**config.mk**
```make
export PLATFORM = sky130hd
export DESIGN_NAME = m_fetch
export DESIGN_NICKNAME = d
export VERILOG_FILES = /design/src/rtl/m_cpu_pkg.sv /design/src/rtl/m_pc_next.sv /design/src/rtl/m_fetch.sv
export SDC_FILE = /design/constraint.sdc
export NUM_CORES = 1
export LEC_CHECK = 0
export ABC_AREA = 1
export CAP_MARGIN = 15
export CORE_MARGIN = 3
export CORE_UTILIZATION = 51
export DETAILED_ROUTE_END_ITERATION = 10
export HOLD_SLACK_MARGIN = 0.06
export PLACE_DENSITY = 0.95
export SYNTH_ARGS = -nofsm -noshare
export SYNTH_HDL_FRONTEND = slang
export SYNTH_HIERARCHICAL = 1
export SYNTH_SLANG_ARGS = --single-unit
export TNS_END_PERCENT = 5
```
**constraint.sdc**
```tcl
create_clock -name clk -period 4.4 [get_ports clk]
set_input_delay 0.88 -clock clk [delete_from_list [all_inputs] [get_ports clk]]
set_output_delay 0.88 -clock clk [all_outputs]
set_load 0.05 [all_outputs]
```
**src/rtl/m_cpu_pkg.sv**
```systemverilog
// m_cpu_pkg: shared types and constants for the RV32I multi-cycle core front end.
//   - fetch FSM state encodings (IDLE, REQ, WAIT, HOLD)
//   - fetch_pkt_t: instruction word plus the PC it was fetched from
//   - NOP_INST, PC_STEP, DEFAULT_RESET_PC
package m_cpu_pkg;

   localparam int unsigned XLEN   = 32;
   localparam int unsigned ST_W   = 2;
   localparam int unsigned WCNT_W = 4;

   // Fetch FSM encodings
   localparam logic [ST_W-1:0] ST_IDLE = 2'd0;
   localparam logic [ST_W-1:0] ST_REQ  = 2'd1;
   localparam logic [ST_W-1:0] ST_WAIT = 2'd2;
   localparam logic [ST_W-1:0] ST_HOLD = 2'd3;

   localparam logic [XLEN-1:0] NOP_INST         = 32'h0000_0013;
   localparam logic [XLEN-1:0] PC_STEP          = 32'd4;
   localparam logic [XLEN-1:0] DEFAULT_RESET_PC = 32'h0000_0000;

   // Fetched instruction as handed to the decoder
   typedef struct packed {
      logic [XLEN-1:0] pc;
      logic [XLEN-1:0] word;
   } fetch_pkt_t;

endpackage

```
**src/rtl/m_pc_next.sv**
```systemverilog
// m_pc_next: combinational next-PC select for the fetch unit.
//   Priority: redirect > sequential advance (pc+4, wraps mod 2^32) > hold.
// Ports:
//   pc             in   current PC
//   advance        in   current instruction consumed, step to pc+4
//   redirect_valid in   load redirect target
//   redirect_pc    in   branch/jump target
//   pc_next        out  selected next PC
//   misalign       out  redirect target is not word aligned (trap build only)
// Build option FETCH_MISALIGN_TRAP_EN: when defined the target is loaded as-is
// and misaligned targets are flagged; otherwise the low two bits are cleared.
module m_pc_next
   import m_cpu_pkg::*;
(
   input  logic [XLEN-1:0] pc,
   input  logic            advance,
   input  logic            redirect_valid,
   input  logic [XLEN-1:0] redirect_pc,
   output logic [XLEN-1:0] pc_next,
   output logic            misalign
);

   logic [XLEN-1:0] target;

`ifdef FETCH_MISALIGN_TRAP_EN
   assign target   = redirect_pc;
   assign misalign = redirect_valid & (redirect_pc[1:0] != 2'b00);
`else
   // Word-align the target; instructions are always 4-byte aligned.
   assign target   = redirect_pc & ~XLEN'(3);
   assign misalign = 1'b0;
`endif

   // Next-PC mux
   always_comb begin
      pc_next = pc;
      if (redirect_valid) begin
         pc_next = target;
      end else if (advance) begin
         pc_next = pc + PC_STEP;
      end
   end

endmodule

```
**src/rtl/m_fetch.sv**
```systemverilog
// m_fetch: instruction-fetch unit of the multi-cycle RV32I core.
//   Owns the PC, keeps at most one instruction-memory read outstanding,
//   and holds each returned word with inst_valid until the core accepts it.
//   Redirects reload the PC and discard any fetch already in flight.
// Ports:
//   clk, rst            clock, synchronous active-high reset
//   imem_req/imem_addr  read request and address (combinational from state/pc)
//   imem_gnt            memory accepted the request this cycle
//   imem_rvalid/rdata   read response, one per grant
//   inst_valid/inst/w_PC  held instruction and its PC
//   inst_ready          core consumes inst this cycle
//   redirect_valid/pc   branch/jump redirect
//   inst_count          number of instructions consumed
//   fetch_timeout       sticky, a read waited more than IMEM_LAT_MAX cycles
//   fetch_misalign      sticky misaligned-redirect flag
// Build option FETCH_MISALIGN_TRAP_EN: misaligned redirects set fetch_misalign
// and park the FSM in IDLE until reset; without it the flag is constant 0.
module m_fetch
   import m_cpu_pkg::*;
#(
   parameter logic [XLEN-1:0] RESET_PC     = DEFAULT_RESET_PC,
   parameter int unsigned     IMEM_LAT_MAX = 15
) (
   input  logic            clk,
   input  logic            rst,
   output logic            imem_req,
   output logic [XLEN-1:0] imem_addr,
   input  logic            imem_gnt,
   input  logic            imem_rvalid,
   input  logic [XLEN-1:0] imem_rdata,
   output logic            inst_valid,
   output logic [XLEN-1:0] inst,
   output logic [XLEN-1:0] w_PC,
   input  logic            inst_ready,
   input  logic            redirect_valid,
   input  logic [XLEN-1:0] redirect_pc,
   output logic [XLEN-1:0] inst_count,
   output logic            fetch_timeout,
   output logic            fetch_misalign
);

   localparam logic [WCNT_W-1:0] WCNT_LIMIT = WCNT_W'(IMEM_LAT_MAX);
   localparam logic [WCNT_W-1:0] WCNT_SAT   = '1;

   logic [ST_W-1:0]   state;
   logic [ST_W-1:0]   state_nxt;
   logic [XLEN-1:0]   pc;
   logic [XLEN-1:0]   pc_nxt;
   logic [XLEN-1:0]   pc_sel;
   logic              drop;
   logic              drop_nxt;
   logic [WCNT_W-1:0] wcnt;
   logic [WCNT_W-1:0] wcnt_nxt;
   fetch_pkt_t        held;
   fetch_pkt_t        held_nxt;
   logic              valid_nxt;
   logic [XLEN-1:0]   count_nxt;
   logic              timeout_nxt;
   logic              misalign_nxt;
   logic              advance_c;
   logic              misalign_c;

   // Memory request side follows state/pc directly so the address is
   // stable for as long as the grant is withheld.
   assign imem_req  = (state == ST_REQ);
   assign imem_addr = pc;
   assign inst      = held.word;
   assign w_PC      = held.pc;

   assign advance_c = (state == ST_HOLD) & inst_ready;

   m_pc_next u_pc_next (
      .pc             (pc),
      .advance        (advance_c),
      .redirect_valid (redirect_valid),
      .redirect_pc    (redirect_pc),
      .pc_next        (pc_sel),
      .misalign       (misalign_c)
   );

   // Next-state and datapath updates
   always_comb begin
      state_nxt    = state;
      pc_nxt       = pc_sel;
      drop_nxt     = drop;
      wcnt_nxt     = wcnt;
      held_nxt     = held;
      valid_nxt    = inst_valid;
      count_nxt    = inst_count;
      timeout_nxt  = fetch_timeout;
      misalign_nxt = fetch_misalign;

      case (state)
         ST_IDLE: begin
            // A raised misalign flag keeps the unit parked here.
            if (!fetch_misalign) begin
               state_nxt = ST_REQ;
            end
         end

         ST_REQ: begin
            if (imem_gnt) begin
               state_nxt = ST_WAIT;
               wcnt_nxt  = '0;
               // Grant coinciding with a redirect fetched the old PC.
               drop_nxt  = redirect_valid;
            end
         end

         ST_WAIT: begin
            if (wcnt != WCNT_SAT) begin
               wcnt_nxt = wcnt + WCNT_W'(1);
            end
            if (wcnt == WCNT_LIMIT) begin
               timeout_nxt = 1'b1;
            end
            if (imem_rvalid) begin
               drop_nxt = 1'b0;
               if (drop || redirect_valid) begin
                  state_nxt = ST_REQ;
               end else begin
                  held_nxt.pc   = pc;
                  held_nxt.word = imem_rdata;
                  valid_nxt     = 1'b1;
                  state_nxt     = ST_HOLD;
               end
            end else if (redirect_valid) begin
               drop_nxt = 1'b1;
            end
         end

         ST_HOLD: begin
            // Redirect takes precedence over consumption.
            if (redirect_valid) begin
               valid_nxt = 1'b0;
               state_nxt = ST_REQ;
            end else if (inst_ready) begin
               valid_nxt = 1'b0;
               count_nxt = inst_count + XLEN'(1);
               state_nxt = ST_REQ;
            end
         end

         default: begin
            state_nxt = ST_IDLE;
         end
      endcase

      // Misaligned redirect (trap build): record it and park in IDLE.
      if (misalign_c) begin
         misalign_nxt = 1'b1;
         valid_nxt    = 1'b0;
         drop_nxt     = 1'b0;
         state_nxt    = ST_IDLE;
      end
   end

   // State register
   always_ff @(posedge clk) begin
      if (rst) begin
         state          <= ST_IDLE;
         pc             <= RESET_PC;
         drop           <= 1'b0;
         wcnt           <= '0;
         held.pc        <= RESET_PC;
         held.word      <= NOP_INST;
         inst_valid     <= 1'b0;
         inst_count     <= '0;
         fetch_timeout  <= 1'b0;
         fetch_misalign <= 1'b0;
      end else begin
         state          <= state_nxt;
         pc             <= pc_nxt;
         drop           <= drop_nxt;
         wcnt           <= wcnt_nxt;
         held           <= held_nxt;
         inst_valid     <= valid_nxt;
         inst_count     <= count_nxt;
         fetch_timeout  <= timeout_nxt;
         fetch_misalign <= misalign_nxt;
      end
   end

endmodule

```
==> flow_summary_export.csv, run 1 <==
group,metric,value,unit
run_status,outcome,"complete, no violations",
die,initial_core_util,0.535,
sta,fmax,338,MHz
placement,dp.cells,1326,
synth,ys_ff_latch,138,
sta,setup-tns-final,0,ns
sta,holdWs,0.450,ns
die,core_area,12400,µm²
die,die_w,120,µm
die,dieArea,14400,µm²
clock_tree,insertion_delay,0.41,ns
clock_tree,clockBufferDepth,2,
global_route,antenna_found_initial,0,
power_and_ir_drop,totalPowerFinal,3.02,mW
synth,synthArstFlopShare,0,
route,dr.pass1.iters,6,
route,first_iter_violations,567,
synth,synth_flop_cell,"dfxtp_1",
power_and_ir_drop,powerDensity,326,nW/µm²
hold_path,min_path_type,"flip-flop to flip-flop",
die,die_h,120,µm
placement,portBuffers,199,
power_and_ir_drop,p_switching,0.738,mW
route,routed_wl,19900,µm
sta,finalClockSkew,0.00716,ns
global_route,grt_pass1_wl,32400,µm
placement,gp_congestion,0.889,
worst_setup_path,setup.worst_path.class,"input pin to flip-flop",
global_route,grt_pass1_vias,6717,
clock_tree,htreeDepth,4,
hold_path,hold_end,"fetch_timeout",
die,pin_count,202,
synth,yosys.area.top_type,"dfxtp_1",
route,routedWlPerCell,14.7,µm
sta,relSlewSlack,0.265,
global_route,use_met2,0.488,
hold_path,min_from,"fetch_timeout",
worst_setup_path,r2r_start,"state[0]",
final_layout,final_cells,1357,
worst_setup_path,r2r_setup_slack,2.05,ns
power_and_ir_drop,combPwrFrac,0.103,
synth,yosysTopAreaCellShare,0.418,
worst_setup_path,critPathLaunchType,"input pin",
power_and_ir_drop,vdd_drop_max,0.307,mV
synth,synth_edf_count,0,
run,cap_viol_max_count,0,
die,row_count,40,
clock_tree,cts_resized,0,
synth,synth_warnings,6,
route,drc,0,
global_route,grt_max_degree,68,
route,drtAntennaViolNets,0,
synth,syn_inst,989,
sta,min_period,2.96,ns
global_route,grt-busiest-layer,"met2",
sta,hold_viol_final,0,
worst_setup_path,cp-end-kind,"flip-flop",
global_route,track_usage,0.276,
synth,syn_avg_cell_area,6.68,µm²
global_route,use_met1,0.326,
worst_setup_path,cp_max_fo,64,
clock_tree,cts_tree,"yes",
clock_tree,cts_buffers,17,
final_layout,final_net_count,1254,
worst_setup_path,reg2regPathDepth,8,
global_route,grt_overflow,0,
clock_tree,cts.sinks,138,
clock_tree,cts_hold_buf,0,
final_layout,flow.area_growth_from_synthesis,40.1,%
final_layout,design_area,9260,µm²
synth,synthesis.nets,1066,
sta,rsz0062_at_grt,"false",
sta,worst-slew-pin-transition,1.10,ns
worst_setup_path,arrival,3.29,ns
clock_tree,cts.clk_slew.worst_paths,0.06,ns
final_layout,fill_cells,874,
clock_tree,post-cts-setup-buffers,0,
synth,synth_area,6610,µm²
final_layout,n_antenna_cell,0,
sta,setup_viol,0,
placement,hpwl,14000,µm
worst_setup_path,r2r-end,"w_PC[5]",
clock_tree,ctsRootBufferMaster,"clkbuf_16",
final_layout,drive_gt1_frac,0.0589,
placement,placed_cell_area,8690,µm²
route,vias_per_cell,5.22,
power_and_ir_drop,power_switching_share,0.245,
power_and_ir_drop,power_frac_seq,0.434,
worst_setup_path,cp.required,4.73,ns
global_route,met3_usage,0.0664,
synth,ys_seq_area_frac,0.418,
power_and_ir_drop,p_leak,3.59,nW
power_and_ir_drop,clockPowerShare,0.463,
route,via_count,7083,
sta,maxSlewViolCount,0,
hold_path,hold_depth,2,
power_and_ir_drop,p_int,2.28,mW
synth,ys_types,38,
sta,fin_crit_sh,0.673,
synth,synth.area.top_cells,"dfxtp_1 (42%), nand2_1 (17%), nor2_1 (7.3%)",
[power groups by stage]
stage	clock network [mW]	logic, mW	registers, mW
finish	1.39	0.311	1.31
global route	1.46	0.334	1.31
CTS	1.41	0.310	1.31
detailed placement	0	0.306	1.33
global placement	0	0.298	1.33
floorplan	0	0.108	1.40
[synthesized netlist by cell type (2+ instances only)]
library cell / n
a211oi_1: 2
a21oi_1: 88
a31oi_1: 2
buf_1: 3
buf_2: 18
clkbuf_1: 12
dfxtp_1: 138
ha_1: 7
inv_1: 112
inv_2: 5
nand2_1: 301
nand2_2: 3
nand2_4: 2
nand3_1: 64
nand3_2: 2
nand3b_1: 4
nand4_1: 13
nor2_1: 129
nor2_2: 5
nor2_4: 10
nor2_8: 2
nor3_1: 9
nor3b_1: 2
o21ai_0: 23
o21ai_1: 7
or2_2: 6
xnor2_1: 5
xor2_1: 5
[kinds of logic (layout without fill, tap and decap cells)]
kind of cell | count (synthesis) | count (layout) | share of synthesized area
AOI/OAI and AO/OA | 126 | 126 | 0.0982
xor gates and xnor gates | 10 | 10 | 0.0132
adders and majority gates | 7 | 7 | 0.0132
buffers and inverters | 152 | 352 | 0.0903
DFF | 138 | 138 | 0.418
other | 1 | 1 | 0.000567
and+or+nand+nor | 555 | 555 | 0.366
[routing by layer]
metal | wire length, µm | vias to the layer above
met5 | 0 | -
met4 | 482 | 0
met3 | 1300 | 34
met2 | 10300 | 291
met1 | 7860 | 3286
li1 | - | 3472
[layout make-up]
class	instances	area, µm²	area share
multi-input combinational	699	3250	0.351
sequential	138	2760	0.298
timing repair buffer	203	2020	0.218
clock buffer	25	485	0.0524
inverter	118	443	0.0478
tap	168	210	0.0227
clock inverter	6	88.8	0.00959
[how the worst max path moves through the flow]
stage                               from       endpoint  depth (start not counted)  slack [ns]
after floorplan               inst_ready  imem_addr[26]                         13        2.40
after global placement    redirect_valid  imem_addr[26]                          8        1.09
after detailed placement  redirect_valid       inst[10]                          6        1.05
after CTS                 redirect_valid        w_PC[5]                          6        1.45
after global routing      redirect_valid        w_PC[5]                          6        1.20
final                     redirect_valid        w_PC[5]                          6        1.44
[stage by stage]
step	setup slack, ns	util
6_report	1.44	0.749
2_1_floorplan	2.40	-
3_5_place_dp	1.05	0.703
4_1_cts	1.45	0.749
3_3_place_gp	1.09	0.703
5_1_grt	1.20	0.749
[registers in the layout, indices dropped and copies added, names as in the netlist]
name / count
wcnt: 4
w_PC: 32
imem_addr: 32
state: 2
fetch_misalign: 1
drop: 1
inst: 32
inst_count: 32
inst_valid: 1
fetch_timeout: 1
[critical path: stages]
cell             delay [ns]
clkdlybuf4s50_1        0.79
nor3_2                 0.36
nand2_2                0.09
inv_2                  0.77
nand2_1                0.16
a21oi_1                0.19
[placed cells by master, fill, tap and decap left out, drive strengths merged]
cell type and count:
ha 7, nor3b 2, nor3 10, xor2 5, buf 5, a211oi 2
nand3 67, clkbuf 25, dfxtp 138, inv 117, o21a 1, conb 1
nand4 13, clkinvlp 2, nor2 146, bufinv 2, clkinv 3, and3 1
nand3b 4, o21ai 30, o211ai 1, o21bai 1, or2 6, a31oi 2
nand2 306, a21oi 89, clkdlybuf4s50 198, xnor2 5
Power figures use the tool's default switching activity.
==> run 2, diff against run 1 <==
Settings changed: CORE_UTILIZATION 51 to 47, PLACE_DENSITY 0.95 to 0.89.
Clock period 4.4 ns to 3 ns, I/O delays scaled along.
==> run 2 against run 1 <==
Count of clock-buffer cells in the layout is 4 lower. Global-route usage down 3.8 points. Register-to-register slack got worse by 1.2 ns. Design area up 0.65%. Critical path depth down 3. Die area up 8.1%. Sequential cell count unchanged. Sequential power grew 47%. Critical path type is now flip-flop to primary output.
==> flow_summary_export.csv, run 2 (synthesis results as in run 1) <==
group,metric,value,unit
global_route,antenna_found_initial,0,
route,routedWlPerCell,13.8,µm
power_and_ir_drop,power_switching_share,0.244,
worst_setup_path,cp-end-kind,"primary output",
route,top_layer,"met4",
power_and_ir_drop,powerDensity,483,nW/µm²
die,core_area,13500,µm²
sta,worst-slew-pin-transition,0.950,ns
run,cap_viol_max_count,0,
global_route,grt_max_degree,92,
die,pin_count,202,
final_layout,design_area,9320,µm²
clock_tree,clockBufferDepth,2,
final_layout,mostFrequentLayoutCells,"nand2_1 (300), clkdlybuf4s50_1 (198), dfxtp_1 (138)",
worst_setup_path,setup.worst_path.class,"flip-flop to primary output",
sta,setup_viol,0,
sta,finalClockSkew,0.00814,ns
placement,portBuffers,199,
clock_tree,insertion_delay,0.42,ns
route,routed_wl,18900,µm
global_route,track_usage,0.239,
route,dr_wl_met3,1170,µm
final_layout,flow.area_growth_from_synthesis,41.0,%
clock_tree,htreeDepth,4,
clock_tree,cts_tree,"yes",
route,vias_per_cell,5.08,
worst_setup_path,arrival,1.92,ns
power_and_ir_drop,totalPowerFinal,4.50,mW
route,dr.pass1.iters,5,
placement,hpwl,13400,µm
placement,placed_cell_area,8720,µm²
sta,maxSlewViolCount,0,
die,initial_core_util,0.489,
power_and_ir_drop,vdd_drop_max,0.350,mV
sta,fin_crit_sh,0.841,
worst_setup_path,cp_max_fo,6,
global_route,grt_overflow,0,
die,die_h,125,µm
sta,min_period,2.52,ns
clock_tree,post-cts-setup-buffers,0,
route,wl_met2,9380,µm
worst_setup_path,r2r_setup_slack,0.86,ns
final_layout,n_antenna_cell,0,
global_route,grt_pass1_wl,30900,µm
clock_tree,cts.clk_slew.worst_paths,0.05,ns
power_and_ir_drop,p_int,3.40,mW
power_and_ir_drop,power_frac_seq,0.426,
global_route,grt_pass1_vias,6464,
power_and_ir_drop,p_leak,3.62,nW
run_status,outcome,"complete, no violations",
route,met1_length,7900,µm
worst_setup_path,cp.required,2.40,ns
die,die_w,125,µm
final_layout,final_net_count,1255,
clock_tree,cts_hold_buf,0,
placement,gp_congestion,0.932,
clock_tree,cts_buffers,17,
sta,hold_viol_final,0,
hold_path,min_path_type,"flip-flop to flip-flop",
sta,setup-tns-final,0,ns
worst_setup_path,critPathLaunchType,"flip-flop",
die,dieArea,15500,µm²
die,row_count,42,
route,via_count,6941,
sta,relSlewSlack,0.367,
route,drc,0,
final_layout,post-route-util,0.690,
clock_tree,ctsRootBufferMaster,"clkbuf_16",
power_and_ir_drop,clockPowerShare,0.474,
clock_tree,cts.sinks,138,
final_layout,layout_commonest_cell,"nand2_1",
clock_tree,cts_resized,0,
route,drtAntennaViolNets,0,
sta,fmax,396,MHz
power_and_ir_drop,p_switching,1.10,mW
final_layout,drive_gt1_frac,0.0630,
power_and_ir_drop,combPwrFrac,0.100,
route,first_iter_violations,551,
sta,rsz0062_at_grt,"false",
run 2: layer usage:
metal,up-vias,GRT usage
met3,31,0.0536
met2,252,0.411
li1,3481,-
met5,-,0
met1,3177,0.292
met4,0,0.0877
run 2: area by class of cell:
| cell class | instances | area [µm²] |
|---|---|---|
| fillers | 1078 | 4180 |
| multi-input cells | 699 | 3250 |
| flip-flops and latches | 138 | 2760 |
| repair buffers | 204 | 2040 |
| clock buffers | 21 | 460 |
| inverters | 118 | 443 |
| well taps | 176 | 220 |
| clock inverters | 11 | 144 |
run 2: worst paths after layout:
path	startpoint	endpoint	cells after the start
setup reg to reg	state[0]	imem_addr[26]	14
hold / removal	fetch_timeout	fetch_timeout	2
hold reg to reg	fetch_timeout	fetch_timeout	2
setup / recovery	state[1]	imem_req	3
run 2: worst max-delay path, cell delays in order, from the launching register on:
cell and delay [ns]:
dfxtp_1 0.34, inv_1 0.08, ha_1 0.25, clkdlybuf4s50_1 0.84
run 2: stage by stage:
step / hold WS [ns] / instances / worst slack, ns
final: 0.452 / 1367 / 0.476
after global routing: 0.473 / 1367 / 0.358
after CTS: 0.457 / 1367 / 0.458
after detailed placement: 0.448 / 1335 / 0.406
after global placement: 0.437 / 1335 / 0.418
after floorplan: 0.456 / 989 / 1.12
run 2: power by group through the flow:
stage / Combinational, mW / Clock (mW) / Sequential, mW
2_1_floorplan: 0.159 / 0 / 2.05
3_3_place_gp: 0.440 / 0 / 1.96
3_5_place_dp: 0.448 / 0 / 1.96
4_1_cts: 0.451 / 2.18 / 1.92
5_1_grt: 0.489 / 2.27 / 1.92
6_report: 0.451 / 2.14 / 1.92
==> RTL edit: new RTL, config.mk and constraints of run 2 <==
Set the package constant `ST_W` to 3 (it was 2).
--- a/src/rtl/m_cpu_pkg.sv
+++ b/src/rtl/m_cpu_pkg.sv
@@ -5,7 +5,7 @@
 package m_cpu_pkg;
 
    localparam int unsigned XLEN   = 32;
-   localparam int unsigned ST_W   = 2;
+   localparam int unsigned ST_W   = 3;
    localparam int unsigned WCNT_W = 4;
 
    // Fetch FSM encodings
Formal check against the unedited RTL: same outputs for any inputs over 4 cycles, from zero or initial values and one cycle with rst high; that may be too few to reach the edited logic, so the function may still have changed.
==> RTL edit against run 2 <==
- maximum frequency up 0.65%
- routed wire length grew 3.3%
- power shrank 0.44%
- design area increased by 0.16%
- non-clock buffer count grew 3
- highest routed layer unchanged
- register-to-register slack better by 0.20 ns
- sequential share of layout area is essentially flat
- setup slack better by 0.016 ns
- sequential cell count is the same
- synthesized area increased by 0.42%
==> RTL edit: results <==
[status]
run_status = "complete, no violations"

[synth]
synthTopCellsByArea = "dfxtp_1 (42%), nor2_1 (14%), nand2_1 (11%), inv_1 (7.0%), o21ai_0 (5.7%)"
synth_compound_gate_area_share_pct = 9.350
yosysUniqueCellTypes = 34
synth_fp_nets = 1076
netlist_area_um2 = 6638
synthAdderAreaFrac_pct = 0.5655

[sta]
finClkSkew_ns = 0.006521
worstMarginPinSlew_ns = 0.6325

[final_layout]
clock_area_share_pct = 6.097
multi_input_comb_cells = 705
drive_above_1_share_pct = 5.809
n_all_inverters = 125
multi_input_area_um2 = 3257
buffer_area_share_pct = 22.06
n_fill_cell = 1105

[grt]
met3_usage_pct = 6.175
grtUsageMet2_pct = 42.91
grt_pass1_vias = 6583
grt_max_degree = 66
gr-usage-met1_pct = 28.81

[drt]
wl_met3_um = 1228
via_count = 6937
drt_iter0_markers = 488
wl_met1_um = 8054
route.met2.wl_um = 9599

[critical_path]
crit_path_start = "state[0]$_SDFFE_PP0P_"
rrSetupSlack_ns = 1.06

[power_and_ir_drop]
p_sw_share_pct = 25.08
cellLeakagePower_nw = 3.734
pg_clk_mw = 2.03

[place]
place_area_um2 = 8768
place_congestion = 0.8885
-- RTL edit: changes by cell type in the layout (fill, tap and decap cells not counted), moves of 3 or more --
| cell | before | now |
|---|---|---|
| a21oi_1 | 88 | 26 |
| ha_1 | 7 | 3 |
| inv_1 | 112 | 123 |
| inv_2 | 5 | 2 |
| nand2_1 | 300 | 189 |
| nand4_1 | 13 | 23 |
| nor2_1 | 129 | 251 |
| nor2_4 | 10 | 7 |
| o21ai_0 | 23 | 75 |
| o21ai_1 | 7 | 14 |
-- RTL edit: metrics by stage --
| stage | setup slack [ns] | std cells | hold WS [ns] |
|---|---|---|---|
| floorplan | 1.086 | 1003 | 0.4395 |
| global placement | 0.5608 | 1351 | 0.4357 |
| detailed placement | 0.5101 | 1351 | 0.4417 |
| CTS | 0.4769 | 1381 | 0.4505 |
| global route | 0.4107 | 1381 | 0.4732 |
| finish | 0.4922 | 1381 | 0.4512 |
